File: src/rtl/imm_pkg.sv
// Shared encodings for the immediate controller slice.
// Class, FSM state and extender-select constants.
package imm_pkg;

  typedef enum logic [1:0] {
    IMM_ZERO    = 2'b00,
    IMM_12      = 2'b01,
    IMM_16      = 2'b10,
    IMM_CONST32 = 2'b11
  } imm_class_e;

  typedef enum logic [1:0] {
    IDLE    = 2'b00,
    HI_WAIT = 2'b01,
    OUT     = 2'b10
  } imm_state_e;

  localparam logic SE_12 = 1'b0;
  localparam logic SE_16 = 1'b1;

endpackage

File: src/rtl/imm_timer.sv
// Beat-less cycle counter for the CONST32 second half.
// TIMEOUT==0 never expires.
module imm_timer #(
  parameter int TIMEOUT = 8
) (
  input  logic clock,
  input  logic reset,
  input  logic clr,
  input  logic inc,
  output logic expire
);

  localparam int CW = (TIMEOUT < 2) ? 1 : $clog2(TIMEOUT + 1);

  logic [CW-1:0] count_q;
  logic [CW-1:0] count_d;

  always_comb begin
    count_d = count_q;
    if (clr) begin
      count_d = '0;
    end else if (inc && (TIMEOUT != 0)) begin
      count_d = count_q + CW'(1);
    end
  end

  // fires on the edge that ends the TIMEOUT-th idle cycle
  assign expire = (TIMEOUT != 0) && inc && !clr &&
                  (count_q == CW'(TIMEOUT - 1));

  always_ff @(posedge clock) begin
    if (!reset) begin
      count_q <= '0;
    end else begin
      count_q <= count_d;
    end
  end

endmodule

File: src/rtl/imm_controller.sv
// Immediate extender sequencer with two-beat CONST32 assembly.
// Optional IMM_CTRL_STATS_EN adds a saturating timeout counter.
module imm_controller
  import imm_pkg::*;
#(
  parameter int TAG_W   = 5,
  parameter int TIMEOUT = 8
) (
  input  logic             clock,
  input  logic             reset,
  input  logic             in_valid,
  output logic             in_ready,
  input  logic [1:0]       in_class,
  input  logic [15:0]      in_imm,
  input  logic [TAG_W-1:0] in_tag,
  output logic [15:0]      se_in,
  output logic             op_se,
  input  logic [31:0]      se_out,
  output logic             out_valid,
  input  logic             out_ready,
  output logic [31:0]      out_data,
  output logic [TAG_W-1:0] out_tag,
  output logic             err
`ifdef IMM_CTRL_STATS_EN
  ,
  output logic [7:0]       err_count
`endif
);

  imm_state_e       state_q, state_d;
  logic             out_valid_q, out_valid_d;
  logic [31:0]      out_data_q, out_data_d;
  logic [TAG_W-1:0] out_tag_q, out_tag_d;
  logic [15:0]      hi_q, hi_d;
  logic             err_q, err_d;
  logic             tmr_clr, tmr_inc, tmr_exp;
  logic             acc;
  imm_class_e       cls;

  assign cls      = imm_class_e'(in_class);
  assign in_ready = (state_q != OUT);
  assign acc      = in_valid && in_ready;
  assign se_in    = in_imm;
  assign op_se    = (cls == IMM_16) ? SE_16 : SE_12;

  imm_timer #(
    .TIMEOUT(TIMEOUT)
  ) u_timer (
    .clock (clock),
    .reset (reset),
    .clr   (tmr_clr),
    .inc   (tmr_inc),
    .expire(tmr_exp)
  );

  always_comb begin
    state_d     = state_q;
    out_valid_d = out_valid_q;
    out_data_d  = out_data_q;
    out_tag_d   = out_tag_q;
    hi_d        = hi_q;
    err_d       = 1'b0;
    tmr_clr     = 1'b0;
    tmr_inc     = 1'b0;
    unique case (state_q)
      IDLE: begin
        if (acc) begin
          out_tag_d = in_tag;
          unique case (cls)
            IMM_ZERO: begin
              out_data_d  = '0;
              out_valid_d = 1'b1;
              state_d     = OUT;
            end
            IMM_12, IMM_16: begin
              out_data_d  = se_out;
              out_valid_d = 1'b1;
              state_d     = OUT;
            end
            IMM_CONST32: begin
              hi_d    = in_imm;
              tmr_clr = 1'b1;
              state_d = HI_WAIT;
            end
          endcase
        end
      end
      HI_WAIT: begin
        // a beat beats the timer in the same cycle
        if (acc) begin
          out_data_d  = {hi_q, in_imm};
          out_valid_d = 1'b1;
          state_d     = OUT;
        end else begin
          tmr_inc = 1'b1;
          if (tmr_exp) begin
            err_d   = 1'b1;
            state_d = IDLE;
          end
        end
      end
      OUT: begin
        if (out_ready) begin
          out_valid_d = 1'b0;
          state_d     = IDLE;
        end
      end
      default: state_d = IDLE;
    endcase
  end

  always_ff @(posedge clock) begin
    if (!reset) begin
      state_q     <= IDLE;
      out_valid_q <= 1'b0;
      out_data_q  <= '0;
      out_tag_q   <= '0;
      hi_q        <= '0;
      err_q       <= 1'b0;
    end else begin
      state_q     <= state_d;
      out_valid_q <= out_valid_d;
      out_data_q  <= out_data_d;
      out_tag_q   <= out_tag_d;
      hi_q        <= hi_d;
      err_q       <= err_d;
    end
  end

  assign out_valid = out_valid_q;
  assign out_data  = out_data_q;
  assign out_tag   = out_tag_q;
  assign err       = err_q;

`ifdef IMM_CTRL_STATS_EN
  logic [7:0] err_cnt_q, err_cnt_d;

  always_comb begin
    err_cnt_d = err_cnt_q;
    if (err_d && (err_cnt_q != 8'hFF)) begin
      err_cnt_d = err_cnt_q + 8'd1;
    end
  end

  always_ff @(posedge clock) begin
    if (!reset) begin
      err_cnt_q <= '0;
    end else begin
      err_cnt_q <= err_cnt_d;
    end
  end

  assign err_count = err_cnt_q;
`endif

endmodule

File: config.mk
export PLATFORM = sky130hd
export DESIGN_NAME = imm_controller
export DESIGN_NICKNAME = d
export VERILOG_FILES = /design/src/rtl/imm_pkg.sv /design/src/rtl/imm_timer.sv /design/src/rtl/imm_controller.sv
export SDC_FILE = /design/constraint.sdc
export NUM_CORES = 1
export LEC_CHECK = 0
export ABC_AREA = 1
export CAP_MARGIN = 15
export CORE_ASPECT_RATIO = 0.75
export CORE_MARGIN = 2
export CORE_UTILIZATION = 25
export CTS_CLUSTER_SIZE = 12
export DETAILED_ROUTE_END_ITERATION = 10
export MAX_ROUTING_LAYER = met4
export PLACE_DENSITY = 0.6
export SLEW_MARGIN = 25
export SYNTH_ARGS = -nofsm -noshare
export SYNTH_HDL_FRONTEND = slang
export SYNTH_SLANG_ARGS = --single-unit
File: constraint.sdc
create_clock -name clock -period 1.5 [get_ports clock]
set_input_delay 0.45 -clock clock [delete_from_list [all_inputs] [get_ports clock]]
set_output_delay 0.45 -clock clock [all_outputs]
set_load 0.01 [all_outputs]
Word level (Yosys, flattened, before mapping)
Index checks and enable logic that the tools add are counted.
{"block": "totals", "reg_bits": 61, "word_cells": 62, "out_inout_bits": 57}
{"block": "classes", "reduce_logical": 17, "n_bitwise": 2, "eq_ne": 13, "n_addsub": 1, "mux": 22}
{"op": "$pmux 32 s2", "count": 2}
{"op": "$mux 32", "count": 2}
{"op": "$mux 1", "count": 11}
{"op": "$ne 2x2->1 const B", "count": 5}
{"op": "$mux 2", "count": 4}
{"op": "$eq 2x2->1 const B", "count": 3}
{"op": "$pmux 2 s3", "count": 1}
{"op": "$reduce_and 3->1", "count": 2}
{"op": "$reduce_or 3->1", "count": 2}
{"op": "$reduce_and 5->1", "count": 1}
{"op": "$add 4x1->4 const B", "count": 1}
{"op": "$eq 2x1->1 const B", "count": 2}
{"op": "$eq 4x3->1 const B", "count": 1}
{"op": "$logic_not 2->1", "count": 2}
{"op": "$pmux 2 s2", "count": 1}
{"op": "$reduce_and 4->1", "count": 1}
{"op": "$reduce_or 2->1", "count": 2}
{"op": "$logic_and 1x1->1", "count": 3}
{"op": "$ne 3x1->1 const B", "count": 1}
{"op": "$ne 3x3->1 const B", "count": 1}
{"op": "$pmux 1 s3", "count": 1}
{"op": "$reduce_bool 3->1", "count": 1}
{"op": "$not 1->1", "count": 2}
{"op": "$reduce_and 2->1", "count": 1}
{"op": "other kinds (2)", "count": 2}

Longest topological paths before layout
Gate-level depths: netlist (run 1).
{"block": "depth", "depth_word": 10, "mapped_depth": 10}

Cells and area by module
From an unflattened synthesis (run 1), not the netlist that was laid out.
{"block": "unflattened", "cells_unflattened": 539, "area_unflattened_um2": 3216.8}
{"module": "imm_controller", "cells_each": 514, "area_per_inst_um2": 3036.7, "instances": 1}
{"module": "imm_timer", "cells_each": 25, "area_per_inst_um2": 180.2, "instances": 1}

Least setup slack after synthesis (run 1)
OpenSTA, ideal clock, no wires.
{"block": "synth_path", "kind": "input to register", "startpoint": "input port in_class[0]", "endpoint": "register out_data_q[16], in the netlist out_data[16]", "path_buffers": 2, "slack_ns": -0.057, "required_time_ns": 1.386, "t_arrival_ns": 1.443, "setup_time_ns": 0.114, "cell_stages": 10, "cell_sequence": "inv_1 -> ha_1 -> buf_2 -> nor2_1 -> nand2_1 -> nand2_2 -> buf_6 -> nand2_1 -> nand2_1 -> nor2_1"}
{"block": "synth_between", "elab_chain_cells": 5}
{"item": "start: declaration", "line": "imm_controller.sv:13", "rtl": "input logic [1:0] in_class,"}
{"item": "$eq 2x2->1 / $eq 2x1->1 (equally long branches)", "line": "imm_controller.sv:69", "rtl": "unique case (cls)"}
{"item": "$reduce_or 2->1"}
{"item": "$pmux 32 s2", "line": "imm_controller.sv:69"}
{"item": "$mux 32", "line": "imm_controller.sv:67", "rtl": "if (acc) begin"}
{"item": "$pmux 32 s2", "line": "imm_controller.sv:65", "rtl": "unique case (state_q)"}
{"item": "end signal: assignment", "line": "imm_controller.sv:123", "rtl": "out_data_q <= out_data_d;"}
{"item": "end: declaration", "line": "imm_controller.sv:32", "rtl": "logic [31:0] out_data_q, out_data_d;"}
Parallel ways exist; a longest one is shown, timed or not. The select of a mux whose other input is x is not followed.
A chain may end at the register's enable or synchronous reset.

Worst setup path after layout (run 1)
{"block": "layout_path", "startpoint": "input port in_class[1]", "endpoint": "register out_data_q[20], in the netlist out_data[20]"}
The elaborated chain is that of the path after synthesis.

==> results.sh, run 1 <==
export IMPL_end_kind="flop"
export IMPL_nFillCells=1393
export IMPL_critPathArrivalTime_ps=1660
export IMPL_fin_ws_ps=52.9
export IMPL_die_x_um=136
export IMPL_drtIter0Drc=124
export IMPL_cts_htree_levels=3
export IMPL_ys_ff_latch=61
export IMPL_wl_mm=10.1
export IMPL_period_needed_ps=1450
export IMPL_place_area_sq_mm=0.00475
export IMPL_grt_usage=0.153
export IMPL_die_area_sq_mm=0.0140
export IMPL_yosysMostFrequentCell="nand2_1"
export IMPL_first_pass_iters=4
export IMPL_final_max_slew_viol_count=0
export IMPL_regArea_sq_mm=0.00122
export IMPL_synth_edf_count=0
export IMPL_peakVddDrop_v=0.000534
export IMPL_synth_top_area_share=0.375
export IMPL_fmax_mhz=691
export IMPL_async_reset_ff_frac=0
export IMPL_gp_congestion=0.751
export IMPL_grt_ovfl_total=0
export IMPL_final_hold_viol_count=0
export IMPL_netlist_area_sq_mm=0.00326
export IMPL_cap_violations=0
export IMPL_synth_area_leaders="dfxtp_1, nand2_1, inv_1"
export IMPL_syn2layout_area_growth_pct=56.7
export IMPL_viasPerCell=4.06
export IMPL_required_ps=1710
export IMPL_grt_setup_unrepaired="yes"
export IMPL_final_area_sq_mm=0.00510
export IMPL_p_leak_nw=2.72
export IMPL_synth_largest_area_cell="dfxtp_1"
export IMPL_status="completed"
export IMPL_root_buffer="clkbuf_16"
export IMPL_ant_nets=0
export IMPL_path_class="in -> reg"
export IMPL_avgSynthCellArea_sq_um=6.04
export IMPL_clkSinkCount=61
export IMPL_grt_pass1_vias=3493
export IMPL_hp_class="reg -> reg"
export IMPL_cts_tree="done"
export IMPL_seq_area_frac_synth=0.375
export IMPL_vias=3441
export IMPL_path_clk_slew_ps=50
export IMPL_detail_route_wl_per_cell_um=11.9
export IMPL_antenna_found_initial=0
export IMPL_skew_ps=4.87
export IMPL_multiInputGateArea_sq_mm=0.00151
export IMPL_pre_cts_slack_ps=-631
export IMPL_port_buffers=115
export IMPL_cp_start_kind="input port"
export IMPL_setup_violations_final=0
export IMPL_fin_nets=734
export IMPL_diodes=0
export IMPL_placeableCoreArea_sq_mm=0.0128
export IMPL_drive_above_1_share=0.166
export IMPL_holdWs_ps=470
export IMPL_synth_common_cells="nand2_1, inv_1, dfxtp_1, nor2_1, a21oi_1"
export IMPL_synth_cell_type_count=21
export IMPL_cts_buffers=9
export IMPL_start_util=0.254
export IMPL_cts_buffer_depth=2
export IMPL_synth_cells=539
export IMPL_relSlewSlack=0.801
export IMPL_power_density_mw_per_mm2=987
export IMPL_synth_top_flop_cell="dfxtp_1"
export IMPL_dp_hpwl_mm=7.46
export IMPL_period_share=0.965
export IMPL_chipHeight_um=103
export IMPL_insertion_delay_ps=320
export IMPL_io_pin_count=116
export IMPL_core_rowCount=36
export IMPL_syn_nets=602
export IMPL_grt_max_degree=29
export IMPL_tns_ps=0
export IMPL_yosys_warnings=0
export IMPL_worst_pin_slew_ps=298
export IMPL_drc=0
export IMPL_grt_pass1_wl_mm=16.2
export IMPL_cp_max_fo=11
kinds of logic (layout without fill, tap and decap cells):
family,count (synthesis),count (layout),synth area share
compound gates,45,45,0.0692
simple gates,295,295,0.351
xor+xnor,1,1,0.00269
flops,61,61,0.375
fa+ha+maj,4,4,0.0154
buf+inv,133,270,0.187
worst paths after layout:
| kind | endpoint | slack (ps) | cells after the start | startpoint |
|---|---|---|---|---|
| max | out_data[20] | 50 | 11 | in_class[1] |
| min | out_valid | 470 | 2 | out_valid |
| max reg2reg | out_data[17] | 200 | 7 | state_q[1] |
| min reg2reg | out_valid | 470 | 2 | out_valid |
layout by cell type, fill, tap and decap left out, types with 3 or more instances in the layout:
cell	n
nor2_1	59
clkinv_2	3
clkdlybuf4s15_2	3
nand3_1	3
dlygate4sd2_1	56
o21ai_0	6
ha_1	3
nor2_4	3
clkdlybuf4s50_1	38
nand2_2	3
inv_2	5
buf_12	8
inv_1	86
dfxtp_1	61
buf_2	16
nand2_1	222
a21oi_2	13
clkbuf_16	10
buf_4	32
a21oi_1	26
critical path, stage by stage:
cell and delay [ps]:
buf_2 100, buf_6 100, inv_4 30, ha_4 280, nor2_4 40, nand2_2 70, nand2_4 110, buf_12 150
buf_16 140, a21oi_1 120, nor2_1 60
sequential cells by signal (all words and copies together), names as in the netlist:
signal           cells
u_timer.count_q      4
out_tag              5
out_valid            1
err                  1
state_q              2
hi_q                16
out_data            32
repair_timing:
| item | 4_1_cts | 5_1_grt |
|---|---|---|
| setup endpoints to repair | 109 | 22 |
| cloned | 2 | 1 |
| pin swaps | 4 | 4 |
| resized for setup | 144 | 11 |
| buffers inserted | 3 | 1 |
| hold buffers | 0 | 0 |
per-layer routing:
layer  GRT usage  vias to the layer above  share of wire
met3      0.0413                        9          0.059
met4      0.0353                        0         0.0075
met1       0.188                     1533           0.48
met2       0.253                       90           0.45
li1            -                     1809              -
met5           -                        -              0
through the flow:
step,total power [mW],cells,utilization
after global routing,5.32,847,0.397
after global placement,3.00,824,0.370
after CTS,5.05,845,0.392
after detailed placement,3.02,824,0.370
final,5.04,847,0.397
after floorplan,2.43,539,-
layout make-up:
type	count	area share
tap	171	0.0419
inverter	93	0.0692
multi-input combinational	345	0.295
clock inverter	4	0.00932
timing repair buffer	161	0.296
sequential	61	0.239
clock buffer	12	0.0483
report_power, final:
group	leakage, nW	switching, mW	internal [mW]
logic	2.07	0.600	0.583
clock network	0.143	0.720	1.32
registers	0.501	0.0587	1.75
No activity file was read; power rests on OpenSTA's default activity.
==> inputs of run 2 (changes only) <==
Settings changed: CAP_MARGIN 15 to unset.
==> results of run 2 <==
The final DEF is identical to that of run 1; final timing and power are the same.
==> inputs of run 3 (changes only) <==
Settings changed: CAP_MARGIN set to 20, MAX_ROUTING_LAYER met4 to unset, SLEW_MARGIN 25 to 20.
==> results.sh, run 3 (synthesis results as in run 1) <==
export IMPL_period_share=0.964
export IMPL_gp_congestion=0.742
export IMPL_root_buffer="clkbuf_16"
export IMPL_viasPerCell=4.08
export IMPL_drc=0
export IMPL_grt_usage=0.148
export IMPL_vias=3455
export IMPL_switching_share=0.273
export IMPL_holdBufCountCts=0
export IMPL_drtIter0Drc=141
export IMPL_end_kind="flop"
export IMPL_relSlewSlack=0.802
export IMPL_detail_route_wl_per_cell_um=11.9
export IMPL_cts_htree_levels=3
export IMPL_switchingPower_mw=1.37
export IMPL_place_area_sq_mm=0.00475
export IMPL_fin_ws_ps=54.0
export IMPL_ant_nets=0
export IMPL_grt_setup_unrepaired="yes"
export IMPL_power_frac_comb=0.235
export IMPL_path_class="in -> reg"
export IMPL_fin_nets=734
export IMPL_wl_mm=10.1
export IMPL_grt_pass1_wl_mm=16.2
export IMPL_start_util=0.254
export IMPL_io_pin_count=116
export IMPL_largest_register_ffs=32
export IMPL_antenna_found_initial=0
export IMPL_cts_buffers=9
export IMPL_timing_critical_path_buf_inv=5
export IMPL_fmax_mhz=692
export IMPL_placeableCoreArea_sq_mm=0.0128
export IMPL_dp_hpwl_mm=7.46
export IMPL_fin_cells=847
export IMPL_pre_cts_slack_ps=-631
export IMPL_path_cells="buf_2 > buf_6 > inv_4 > ha_4 > nor2_4 > nand2_2 > nand2_4 > buf_12 > buf_16 > a21oi_1 > nor2_1"
export IMPL_skew_ps=4.81
export IMPL_final_cell_mix="nand2_1, inv_1, dfxtp_1"
export IMPL_hp_class="reg -> reg"
export IMPL_first_pass_iters=5
export IMPL_p_leak_nw=2.72
export IMPL_cts_buffer_depth=2
export IMPL_clkSinkCount=61
export IMPL_core_rowCount=36
export IMPL_power_share_sequential=0.359
export IMPL_grt_ovfl_total=0
export IMPL_period_needed_ps=1450
export IMPL_layout_commonest_cell="nand2_1"
export IMPL_cts_tree="done"
export IMPL_cp_start_kind="input port"
export IMPL_grt_max_degree=29
export IMPL_p_int_mw=3.66
export IMPL_required_ps=1710
export IMPL_dp_cells=824
export IMPL_cap_violations=0
export IMPL_chipHeight_um=103
export IMPL_clockPowerShare=0.406
export IMPL_diodes=0
export IMPL_port_buffers=115
export IMPL_final_hold_viol_count=0
export IMPL_holdWs_ps=470
export IMPL_slowest_delay_ps=280
export IMPL_grt_pass1_vias=3491
export IMPL_path_clk_slew_ps=50
export IMPL_critPathArrivalTime_ps=1660
export IMPL_worst_pin_slew_ps=297
export IMPL_final_area_sq_mm=0.00510
export IMPL_cpMaxStageDelayCell="ha_4"
export IMPL_final_max_slew_viol_count=0
export IMPL_cp_top_family="buffers and inverters"
export IMPL_insertion_delay_ps=320
export IMPL_status="completed"
export IMPL_peakVddDrop_v=0.000536
export IMPL_syn2layout_area_growth_pct=56.6
export IMPL_drive_above_1_share=0.164
export IMPL_total_power_mw=5.03
export IMPL_power_density_mw_per_mm2=987
export IMPL_die_area_sq_mm=0.0140
export IMPL_die_x_um=136
export IMPL_setup_violations_final=0
export IMPL_cp_max_fo=11
## run 3: worst min-delay path, stage by stage, from the launching register on
cell,delay (ps)
dfxtp_1,300
o21ai_0,60
a21oi_1,60
## run 3: power groups by stage
| stage | Combinational [mW] | Clock (mW) | Sequential (mW) |
|---|---|---|---|
| floorplan | 0.543 | 0 | 1.88 |
| global placement | 1.16 | 0 | 1.84 |
| detailed placement | 1.18 | 0 | 1.85 |
| CTS | 1.16 | 2.09 | 1.81 |
| global route | 1.33 | 2.18 | 1.82 |
| finish | 1.18 | 2.04 | 1.81 |
## run 3: per-stage QoR
| stage | utilization | TNS (ps) |
|---|---|---|
| 2_1_floorplan | - | -530 |
| 3_3_place_gp | 0.370 | -34260 |
| 3_5_place_dp | 0.370 | -36660 |
| 4_1_cts | 0.392 | 0 |
| 5_1_grt | 0.397 | 0 |
| 6_report | 0.397 | 0 |
## run 3: routing by layer
metal,wire length (um),GRT usage,vias up
li1,-,-,1811
met1,4820,0.186,1542
met2,4580,0.253,94
met3,618,0.0457,8
met4,63,0.0329,0
met5,0,0,-
## run 3: final cells by class
type	instances	area, sq um
fill	1394	7740
timing repair buffer	161	1510
multi-input combinational	345	1500
sequential	61	1220
inverter	93	353
clock buffer	12	246
tap	171	214
clock inverter	4	47.5
## run 3: path summary, 6_finish.rpt
kind / slack (ps) / startpoint / depth (start not counted) / end
max: 50 / in_class[1] / 11 / out_data[20]
min: 470 / out_valid / 2 / out_valid
max reg2reg: 200 / state_q[1] / 7 / out_data[22]
min reg2reg: 470 / out_valid / 2 / out_valid
## run 3: timing repair
item                       CTS  global route
setup buffers                3             1
resized for setup          144            10
pin swaps                    4             4
gates cloned                 2             1
setup endpoints to repair  109            22
